===== config.mk =====
export PLATFORM = sky130hd
export DESIGN_NAME = packet_stats
export DESIGN_NICKNAME = d
export VERILOG_FILES = /design/src/rtl/packet_stats_pkg.sv /design/src/rtl/packet_stats_sat_add.sv /design/src/rtl/packet_stats.sv
export SDC_FILE = /design/constraint.sdc
export NUM_CORES = 2
export LEC_CHECK = 0
export BUFFER_PORTS_ARGS = -buffer_cell sky130_fd_sc_hd__buf_4
export CAP_MARGIN = 20
export CORE_UTILIZATION = 60
export DETAILED_ROUTE_END_ITERATION = 10
export HOLD_SLACK_MARGIN = 0.08
export MAX_ROUTING_LAYER = met4
export PLACE_DENSITY = 0.88
export SLEW_MARGIN = 10
export SYNTH_ARGS = -nofsm -noshare
export SYNTH_HDL_FRONTEND = slang
export SYNTH_SLANG_ARGS = --single-unit

===== constraint.sdc =====
create_clock -name clk -period 38.9 [get_ports clk]
set_input_delay 3.89 -clock clk [delete_from_list [all_inputs] [get_ports clk]]
set_output_delay 3.89 -clock clk [all_outputs]
set_load 0.05 [all_outputs]

===== src/rtl/packet_stats_pkg.sv =====
// Shared constants and counter-set type for packet_stats.
// Min/max fields exist only when PACKET_STATS_MINMAX_EN is defined.
package packet_stats_pkg;

  localparam logic [2:0] FLD_PKT      = 3'd0;
  localparam logic [2:0] FLD_BYTES_LO = 3'd1;
  localparam logic [2:0] FLD_BYTES_HI = 3'd2;
  localparam logic [2:0] FLD_ERR      = 3'd3;
  localparam logic [2:0] FLD_MIN      = 3'd4;
  localparam logic [2:0] FLD_MAX      = 3'd5;

  localparam logic [7:0] ADDR_UNK    = 8'hF8;
  localparam int         ADDR_STRIDE = 8;

  // Stored at maximum widths; bits above CW/BW are always zero.
  typedef struct packed {
    logic [31:0] pkt;
    logic [47:0] bytes;
    logic [31:0] err;
`ifdef PACKET_STATS_MINMAX_EN
    logic [15:0] min;
    logic [15:0] max;
`endif
  } ctr_set_t;

  function automatic ctr_set_t ctr_clear();
    ctr_set_t c;
    c = '0;
`ifdef PACKET_STATS_MINMAX_EN
    c.min = 16'hFFFF;
`endif
    return c;
  endfunction

endpackage


===== src/rtl/packet_stats_sat_add.sv =====
// Saturating adder: i_a + zero-extended i_b, pinned at all-ones on overflow.
// Used by every live counter in packet_stats.
module packet_stats_sat_add #(
  parameter int W  = 32,
  parameter int IW = 16
) (
  input  logic [W-1:0]  i_a,
  input  logic [IW-1:0] i_b,
  output logic [W-1:0]  o_sum
);

  logic [W:0] w_full;

  assign w_full = {1'b0, i_a} + {{(W + 1 - IW){1'b0}}, i_b};
  assign o_sum  = w_full[W] ? '1 : w_full[W-1:0];

endmodule


===== src/rtl/packet_stats.sv =====
// Per-port packet/byte/error statistics with a snapshot shadow bank and read port.
// Optional per-port min/max length tracking under PACKET_STATS_MINMAX_EN.
module packet_stats
  import packet_stats_pkg::*;
#(
  parameter int PORTS = 4,
  parameter int CW    = 32,
  parameter int BW    = 48
) (
  input  logic        clk,
  input  logic        reset,
  input  logic [23:0] axis_in_tdata,
  input  logic        axis_in_tuser,
  input  logic        axis_in_tvalid,
  input  logic        snapshot,
  input  logic        clear,
  input  logic        rd_strobe,
  input  logic [7:0]  rd_addr,
  output logic [31:0] rd_data,
  output logic        rd_valid
);

  // Stream contract: no tready, so every cycle with axis_in_tvalid=1 is a
  // consumed beat; the pipeline never stalls and never drops a beat.
  logic        r_stg_valid;
  logic [7:0]  r_stg_port;
  logic [15:0] r_stg_len;
  logic        r_stg_err;

  always_ff @(posedge clk or posedge reset) begin
    if (reset) begin
      r_stg_valid <= 1'b0;
      r_stg_port  <= '0;
      r_stg_len   <= '0;
      r_stg_err   <= 1'b0;
    end else begin
      r_stg_valid <= axis_in_tvalid;
      if (axis_in_tvalid) begin
        r_stg_port <= axis_in_tdata[23:16];
        r_stg_len  <= axis_in_tdata[15:0];
        r_stg_err  <= axis_in_tuser;
      end
    end
  end

  logic w_in_range;
  logic w_unk_hit;
  assign w_in_range = r_stg_valid && (r_stg_port < 8'(PORTS));
  assign w_unk_hit  = r_stg_valid && !(r_stg_port < 8'(PORTS));

  ctr_set_t w_shadow_arr [PORTS];

  // Clear is folded in ahead of the adders so a same-edge beat counts post-clear.
  for (genvar p = 0; p < PORTS; p++) begin : g_port
    ctr_set_t      r_live, r_shadow, w_base, w_next;
    logic          w_hit;
    logic [CW-1:0] w_pkt_sum, w_err_sum;
    logic [BW-1:0] w_byte_sum;

    assign w_hit  = w_in_range && (r_stg_port == 8'(p));
    assign w_base = clear ? ctr_clear() : r_live;

    packet_stats_sat_add #(.W(CW), .IW(1)) u_pkt (
      .i_a(w_base.pkt[CW-1:0]), .i_b(1'b1), .o_sum(w_pkt_sum));
    packet_stats_sat_add #(.W(BW), .IW(16)) u_byte (
      .i_a(w_base.bytes[BW-1:0]), .i_b(r_stg_len), .o_sum(w_byte_sum));
    packet_stats_sat_add #(.W(CW), .IW(1)) u_err (
      .i_a(w_base.err[CW-1:0]), .i_b(r_stg_err), .o_sum(w_err_sum));

    always_comb begin
      w_next = w_base;
      if (w_hit) begin
        w_next.pkt   = 32'(w_pkt_sum);
        w_next.bytes = 48'(w_byte_sum);
        w_next.err   = 32'(w_err_sum);
`ifdef PACKET_STATS_MINMAX_EN
        if (r_stg_len < w_base.min) w_next.min = r_stg_len;
        if (r_stg_len > w_base.max) w_next.max = r_stg_len;
`endif
      end
    end

    always_ff @(posedge clk or posedge reset) begin
      if (reset) begin
        r_live   <= ctr_clear();
        r_shadow <= ctr_clear();
      end else begin
        r_live <= w_next;
        if (snapshot) r_shadow <= r_live;
      end
    end

    assign w_shadow_arr[p] = r_shadow;
  end

  logic [CW-1:0] r_live_unk, r_shadow_unk, w_unk_base, w_unk_sum;

  assign w_unk_base = clear ? '0 : r_live_unk;

  packet_stats_sat_add #(.W(CW), .IW(1)) u_unk (
    .i_a(w_unk_base), .i_b(w_unk_hit), .o_sum(w_unk_sum));

  always_ff @(posedge clk or posedge reset) begin
    if (reset) begin
      r_live_unk   <= '0;
      r_shadow_unk <= '0;
    end else begin
      r_live_unk <= w_unk_sum;
      if (snapshot) r_shadow_unk <= r_live_unk;
    end
  end

  // Address = port*ADDR_STRIDE + field, so port is addr[7:3] and field addr[2:0].
  logic [4:0]  w_rd_port;
  logic [2:0]  w_rd_fld;
  ctr_set_t    w_sel;
  logic        w_sel_ok;
  logic [31:0] w_rd_word;

  assign w_rd_port = rd_addr[7:3];
  assign w_rd_fld  = rd_addr[2:0];

  always_comb begin
    w_sel    = ctr_clear();
    w_sel_ok = 1'b0;
    for (int p = 0; p < PORTS; p++) begin
      if (w_rd_port == 5'(p)) begin
        w_sel    = w_shadow_arr[p];
        w_sel_ok = 1'b1;
      end
    end
  end

  always_comb begin
    w_rd_word = '0;
    if (rd_addr == ADDR_UNK) begin
      w_rd_word = 32'(r_shadow_unk);
    end else if (w_sel_ok) begin
      case (w_rd_fld)
        FLD_PKT:      w_rd_word = w_sel.pkt;
        FLD_BYTES_LO: w_rd_word = w_sel.bytes[31:0];
        FLD_BYTES_HI: w_rd_word = {16'h0000, w_sel.bytes[47:32]};
        FLD_ERR:      w_rd_word = w_sel.err;
`ifdef PACKET_STATS_MINMAX_EN
        FLD_MIN:      w_rd_word = {16'h0000, w_sel.min};
        FLD_MAX:      w_rd_word = {16'h0000, w_sel.max};
`endif
        default:      w_rd_word = '0;
      endcase
    end
  end

  always_ff @(posedge clk or posedge reset) begin
    if (reset) begin
      rd_data  <= '0;
      rd_valid <= 1'b0;
    end else begin
      rd_valid <= rd_strobe;
      if (rd_strobe) rd_data <= w_rd_word;
    end
  end

endmodule


# Word-level counts from Yosys, hierarchy flattened
# Index checks and enable logic that the tools add are counted.
[word_totals]
reg_bits = 1019
input_bits = 39
[op_classes]
add_sub_neg = 13
n_lt_le_gt_ge = 1
eq_ne = 10
n_mux = 33
n_reduce_logical = 10
[ops]
columns = ["operator", "count"]
rows = [
  ["112-bit two-way mux", 12],
  ["32-bit two-way mux", 12],
  ["48-bit by 16-bit adder with 49-bit output", 4],
  ["48-bit two-way mux", 4],
  ["32-bit by 1-bit adder with 33-bit output", 5],
  ["32-bit by 1-bit adder with 33-bit output (second input constant)", 4],
  ["32-bit one-hot mux with 4 select lines", 1],
  ["8-bit by 2-bit == test with 1-bit output (second input constant)", 2],
  ["5-bit by 2-bit == test with 1-bit output (second input constant)", 2],
  ["8-bit by 1-bit == test with 1-bit output (second input constant)", 1],
  ["8-bit == test (second input constant)", 1],
  ["8-bit zero test", 1],
  ["8-bit by 3-bit less-than comparator with 1-bit output (second input constant)", 1],
  ["3-bit by 2-bit == test with 1-bit output (second input constant)", 2],
  ["1-bit logical AND", 6],
  ["5-bit by 1-bit == test with 1-bit output (second input constant)", 1],
  ["5-bit zero test", 1],
  ["1-bit two-way mux", 4],
  ["3-bit by 1-bit == test with 1-bit output (second input constant)", 1],
  ["3-bit zero test", 1],
  ["1-bit zero test", 1],
]

# Depth between registers and ports, before layout
[logic_depth]
depth_word = 8
mapped_depth = 20

# Modules after synthesis
# From an unflattened synthesis, not the netlist that was laid out.
[unflattened]
hier_cells = 5816
area_unflattened_um2 = 60909.7
[by_module_without_submodules]
columns = ["module", "n_inst", "cells_per_inst", "area_per_inst_um2", "seq_area_each_um2"]
rows = [
  ["packet_stats", 1, 3282, 44676.6, 25499.5],
  ["packet_stats_sat_add at g_port[0].u_err ...", 9, 158, 988.4, 0.0],
  ["packet_stats_sat_add at g_port[0].u_byte ...", 2, 275, 1841.8, 0.0],
  ["packet_stats_sat_add at g_port[2].u_byte ...", 2, 281, 1826.8, 0.0],
]

# Worst setup path after synthesis
# Ideal clock, no wire load.
[synth_timing]
path_type = "input port to flip-flop"
startpoint = "input port clear"
endpoint = "register g_port[1].r_live[43] (netlist name)"
t_arrival_ps = 7857
t_required_ps = 38754
path_slack_ps = 30898
path_stages = 19
n_path_buf = 9
path_cell_list = "clkbuf_1 buf_2 buf_2 buf_2 buf_2 buf_2 clkbuf_1 nor2b_1 ha_1 fa_1 a211oi_1 o21ai_0 a31o_2 a31o_1 buf_2 and3_1 nand2_1 clkbuf_1 o211ai_1"
[synth_rtl]
columns = ["item", "line_no", "text"]
rows = [
  ["start, declared", "packet_stats.sv:16", "input logic clear,"],
  ["end signal, assigned", "packet_stats.sv:85", "r_live <= ctr_clear();"],
  ["end signal, assigned", "packet_stats.sv:88", "r_live <= w_next;"],
  ["end, declared", "packet_stats.sv:55", "ctr_set_t r_live, r_shadow, w_base, w_next;"],
]

# Worst setup path in the final report
[layout_timing]
startpoint = "input port clear"
endpoint = "register r_live_unk[13]"
[layout_between]
elab_chain_cells = 3
[layout_rtl]
columns = ["item", "line_no", "text"]
rows = [
  ["32-bit two-way mux", "packet_stats.sv:98", "assign w_unk_base = clear ? '0 : r_live_unk;"],
  ["32-bit by 1-bit adder with 33-bit output", "packet_stats_sat_add.sv:14", "assign w_full = {1'b0, i_a} + {{(W + 1 - IW){1'b0}}, i_b};"],
  ["32-bit two-way mux", "packet_stats_sat_add.sv:15", "assign o_sum = w_full[W] ? '1 : w_full[W-1:0];"],
  ["via u_unk.o_sum[13]", "packet_stats_sat_add.sv:9", "output logic [W-1:0] o_sum"],
  ["end signal, assigned", "packet_stats.sv:108", "r_live_unk <= w_unk_sum;"],
  ["end, declared", "packet_stats.sv:96", "logic [CW-1:0] r_live_unk, r_shadow_unk, w_unk_base, w_unk_sum;"],
]
# The timed path passes the listed nets, and every way through them passes these cells.
# A chain may end at the register's enable or synchronous reset.

==> impl_metrics.env <==
export IMPL_outcome="finished, final reports clean"
export IMPL_routed_via_density=6.67
export IMPL_crit_path_end_kind="flip-flop"
export IMPL_drt_total_wl_um=144000
export IMPL_coreArea_um2=83800
export IMPL_synth_compound_area_share_pct=11.6
export IMPL_synth_simple_area_share_pct=15.1
export IMPL_path_clk_slew_ns=0.06
export IMPL_antenna_violating_nets_post_route=0
export IMPL_hold_viol=0
export IMPL_io_pins=72
export IMPL_clock_sinks=1019
export IMPL_setup_tns_ns=0
export IMPL_seq_area_frac_synth_pct=50.1
export IMPL_syn_inst=4822
export IMPL_cts_setup_buffers=0
export IMPL_cts_tree="done"
export IMPL_dieArea_um2=86000
export IMPL_synth_seq_cells=1019
export IMPL_drt_wirelength_per_cell_um=24.0
export IMPL_hpwl_um=93300
export IMPL_fin_skew_ns=0.0247
export IMPL_period_share_pct=20.5
export IMPL_yosys_warnings=0
export IMPL_synth_adder_area_share_pct=2.08
export IMPL_die_h_um=293
export IMPL_drv_slew=0
export IMPL_synth_main_ff_cell="dfrtp_1"
export IMPL_cts_root_buf="clkbuf_16"
export IMPL_switching_share_pct=23.6
export IMPL_setup_viol=0
export IMPL_tightestPinTransition_ns=1.18
export IMPL_p_per_area_nw_per_um2=40.3
export IMPL_slew_headroom_pct=21.3
export IMPL_fmax_mhz=125
export IMPL_setup_ws_ns=30.93
export IMPL_grt_max_degree=184
export IMPL_start_util_pct=60.7
export IMPL_fin_crit_ns=7.97
export IMPL_rr_startpoint="r_stg_valid$_DFF_PP0_"
export IMPL_rsz0062_at_grt="no"
export IMPL_clk_latency_ns=0.69
export IMPL_ys_types=85
export IMPL_stdcell_count=5996
export IMPL_dp_cells=5798
export IMPL_die_w_um=293
export IMPL_cp_max_fo=136
export IMPL_worstSetupPathType="in -> reg"
export IMPL_first_pass_iters=6
export IMPL_clock_power_share_pct=47.0
export IMPL_cap_violations=0
export IMPL_area_growth_pct=9.99
export IMPL_gp_congestion=0.977
export IMPL_startpoint="clear"
export IMPL_cts_buffers=104
export IMPL_grt_pass1_vias=39490
export IMPL_hp_start="g_port[2].r_live[47]$_DFF_PP0_"
export IMPL_crit_required_ns=39.47
export IMPL_gr_total_overflow=0
export IMPL_synthXorXnorAreaFrac_pct=6.14
export IMPL_hold_buffers=0
export IMPL_stdcell_area_um2=56000
export IMPL_total_power_mw=2.25
export IMPL_first_iter_violations=5099
export IMPL_power_internal_mw=1.72
export IMPL_num_rows=106
export IMPL_arrival_ns=8.54
export IMPL_drc=0
export IMPL_drive_above_1_share_pct=17.9
export IMPL_hp_class="reg -> reg"
export IMPL_ys_async_sr_fraction_pct=100
export IMPL_synth_area_um2=50900
export IMPL_synthMuxAreaShare_pct=12.7
export IMPL_htreeDepth=3
export IMPL_switchingPower_mw=0.531
export IMPL_synth_edff_count=0
export IMPL_num_vias=39995
export IMPL_io_buffers=71
export IMPL_antenna_found_initial=3
export IMPL_grt_pass1_wl_um=226000
export IMPL_p_leak_nw=25.7
export IMPL_synth_top_family_by_area="simple AND/OR/NAND/NOR gates"
export IMPL_syn_num_nets=4943
export IMPL_start_kind="primary input"
export IMPL_pre_cts_ws_ns=30.63
export IMPL_grtUsageTotal_pct=34.6
export IMPL_ctsResizeCount=0
export IMPL_ir_drop_mv=0.0376
export IMPL_power_frac_comb_pct=5.1
export IMPL_avgSynthCellArea_um2=10.6
export IMPL_pwr_share_seq_pct=47.8
export IMPL_nets=4893
export IMPL_clk_path_buf_depth=3
export IMPL_placed_area_um2=52300
-- flip-flops by register name, summed over array words and instances (netlist names), 8 cells and up --
signal           count
g_port.r_live      448
g_port.r_shadow    448
r_live_unk          32
r_shadow_unk        32
r_stg_len           16
r_stg_port           8
rd_data             32
-- layout make-up --
| cell class | instances | area, um2 |
|---|---|---|
| Tap cell | 1134 | 1420 |
| Fill cell | 5852 | 27900 |
| Sequential cell | 1019 | 25500 |
| Clock buffer | 145 | 2950 |
| Inverter | 39 | 156 |
| Timing Repair Buffer | 124 | 1050 |
| Clock inverter | 46 | 667 |
| Multi-Input combinational cell | 3484 | 24200 |
| Antenna cell | 5 | 12.5 |
-- placed cells by master, fill, tap and decap left out, types with 19 or more instances in the layout --
cell and n:
clkbuf_1 22, clkbuf_8 19, xor2_1 165, inv_1 37, a211oi_1 19, dfrtp_1 1019, o22ai_1 48, o21ai_1 161
xnor2_1 192, nand2b_1 32, nor4_1 19, nand2_1 429, ha_1 78, nand3_1 196, a22oi_1 162, mux2_2 540
mux2i_1 36, nor3_1 66, nand4_1 107, o21ai_0 197, o211ai_1 46, and2_1 30, a21o_1 30, buf_4 113
and3_1 96, nor2_1 262, a31oi_1 70, clkbuf_16 104, a21oi_1 145, and4_1 38, nor2b_1 140
-- layer usage --
layer | up-vias | part of all wire (%) | global-route usage (%)
met5 | - | 0 | -
met4 | 0 | 6.2 | 18.6
met3 | 491 | 10 | 6.52
met2 | 2402 | 44 | 50.1
met1 | 19890 | 39 | 46.4
li1 | 17212 | - | -
-- logic make-up after synthesis --
logic type / Yosys count
buffers and inverters: 319
XOR/XNOR: 357
flip-flops: 1019
adder cells (fa/ha/maj): 82
AND/OR/NAND/NOR: 1509
multiplexers: 576
AO/OA/AOI/OAI: 960
-- power by group through the flow --
stage          logic (mW)  clock network, mW  registers [mW]
3_5_place_dp        0.113                  0            1.10
5_1_grt             0.124               1.11            1.08
4_1_cts             0.114               1.06            1.08
6_report            0.115               1.06            1.08
3_3_place_gp        0.110                  0            1.10
2_1_floorplan      0.0768                  0            1.10
-- cell usage after synthesis, types with 46 or more instances --
cell         n  area share (%)
a22oi_1    162             2.4
nor2_1     264             1.9
nand4_1    107             1.3
dfrtp_1   1019              50
nor2b_1    140             1.7
o22ai_1     48            0.59
nand3_1    196             1.9
o21ai_1    161             1.6
o211ai_1    46            0.68
ha_1        78             1.9
mux2_2     540              12
and3_1      96             1.2
xnor2_1    192             3.3
nor3_1      69            0.68
nand2_1    429             3.2
xor2_1     165             2.8
clkbuf_1   237             1.7
a21oi_1    145             1.4
a31oi_1     70            0.86
o21ai_0    197             1.9
-- path summary, 6_finish.rpt --
check | slack, ns | endpoint | cells past startpoint
setup / recovery | 30.93 | r_live_unk[13]$_DFF_PP0_ | 13
hold / removal | 0.50 | g_port[2].r_shadow[47]$_DFFE_PP0P_ | 1
setup reg to reg | 33.89 | r_live_unk[13]$_DFF_PP0_ | 12
hold reg to reg | 0.50 | g_port[2].r_shadow[47]$_DFFE_PP0P_ | 1
max in group asynchronous | 32.50 | g_port[0].r_live[35]$_DFF_PP0_ | 5
min in group asynchronous | 3.36 | g_port[2].r_live[105]$_DFF_PP0_ | 2
-- through the flow --
step | hold WS (ns) | utilization, %
2_1_floorplan | 0.471 | -
3_5_place_dp | 0.484 | 62.4
4_1_cts | 0.502 | 66.7
6_report | 0.497 | 66.8
5_1_grt | 0.516 | 66.8
3_3_place_gp | 0.476 | 62.4
-- critical path, cell delays in order --
cell and delay, ns:
buf_8 0.19, buf_12 0.26, nor2b_1 0.26, ha_1 0.21, ha_1 0.22, nand3_1 0.12, nor4_1 0.93, and2_1 0.32
nand2b_1 0.17, nor4_1 0.43, nor2b_1 0.31, nand2_1 0.62, o21ai_0 0.32
No activity file was read; power rests on OpenSTA's default activity.
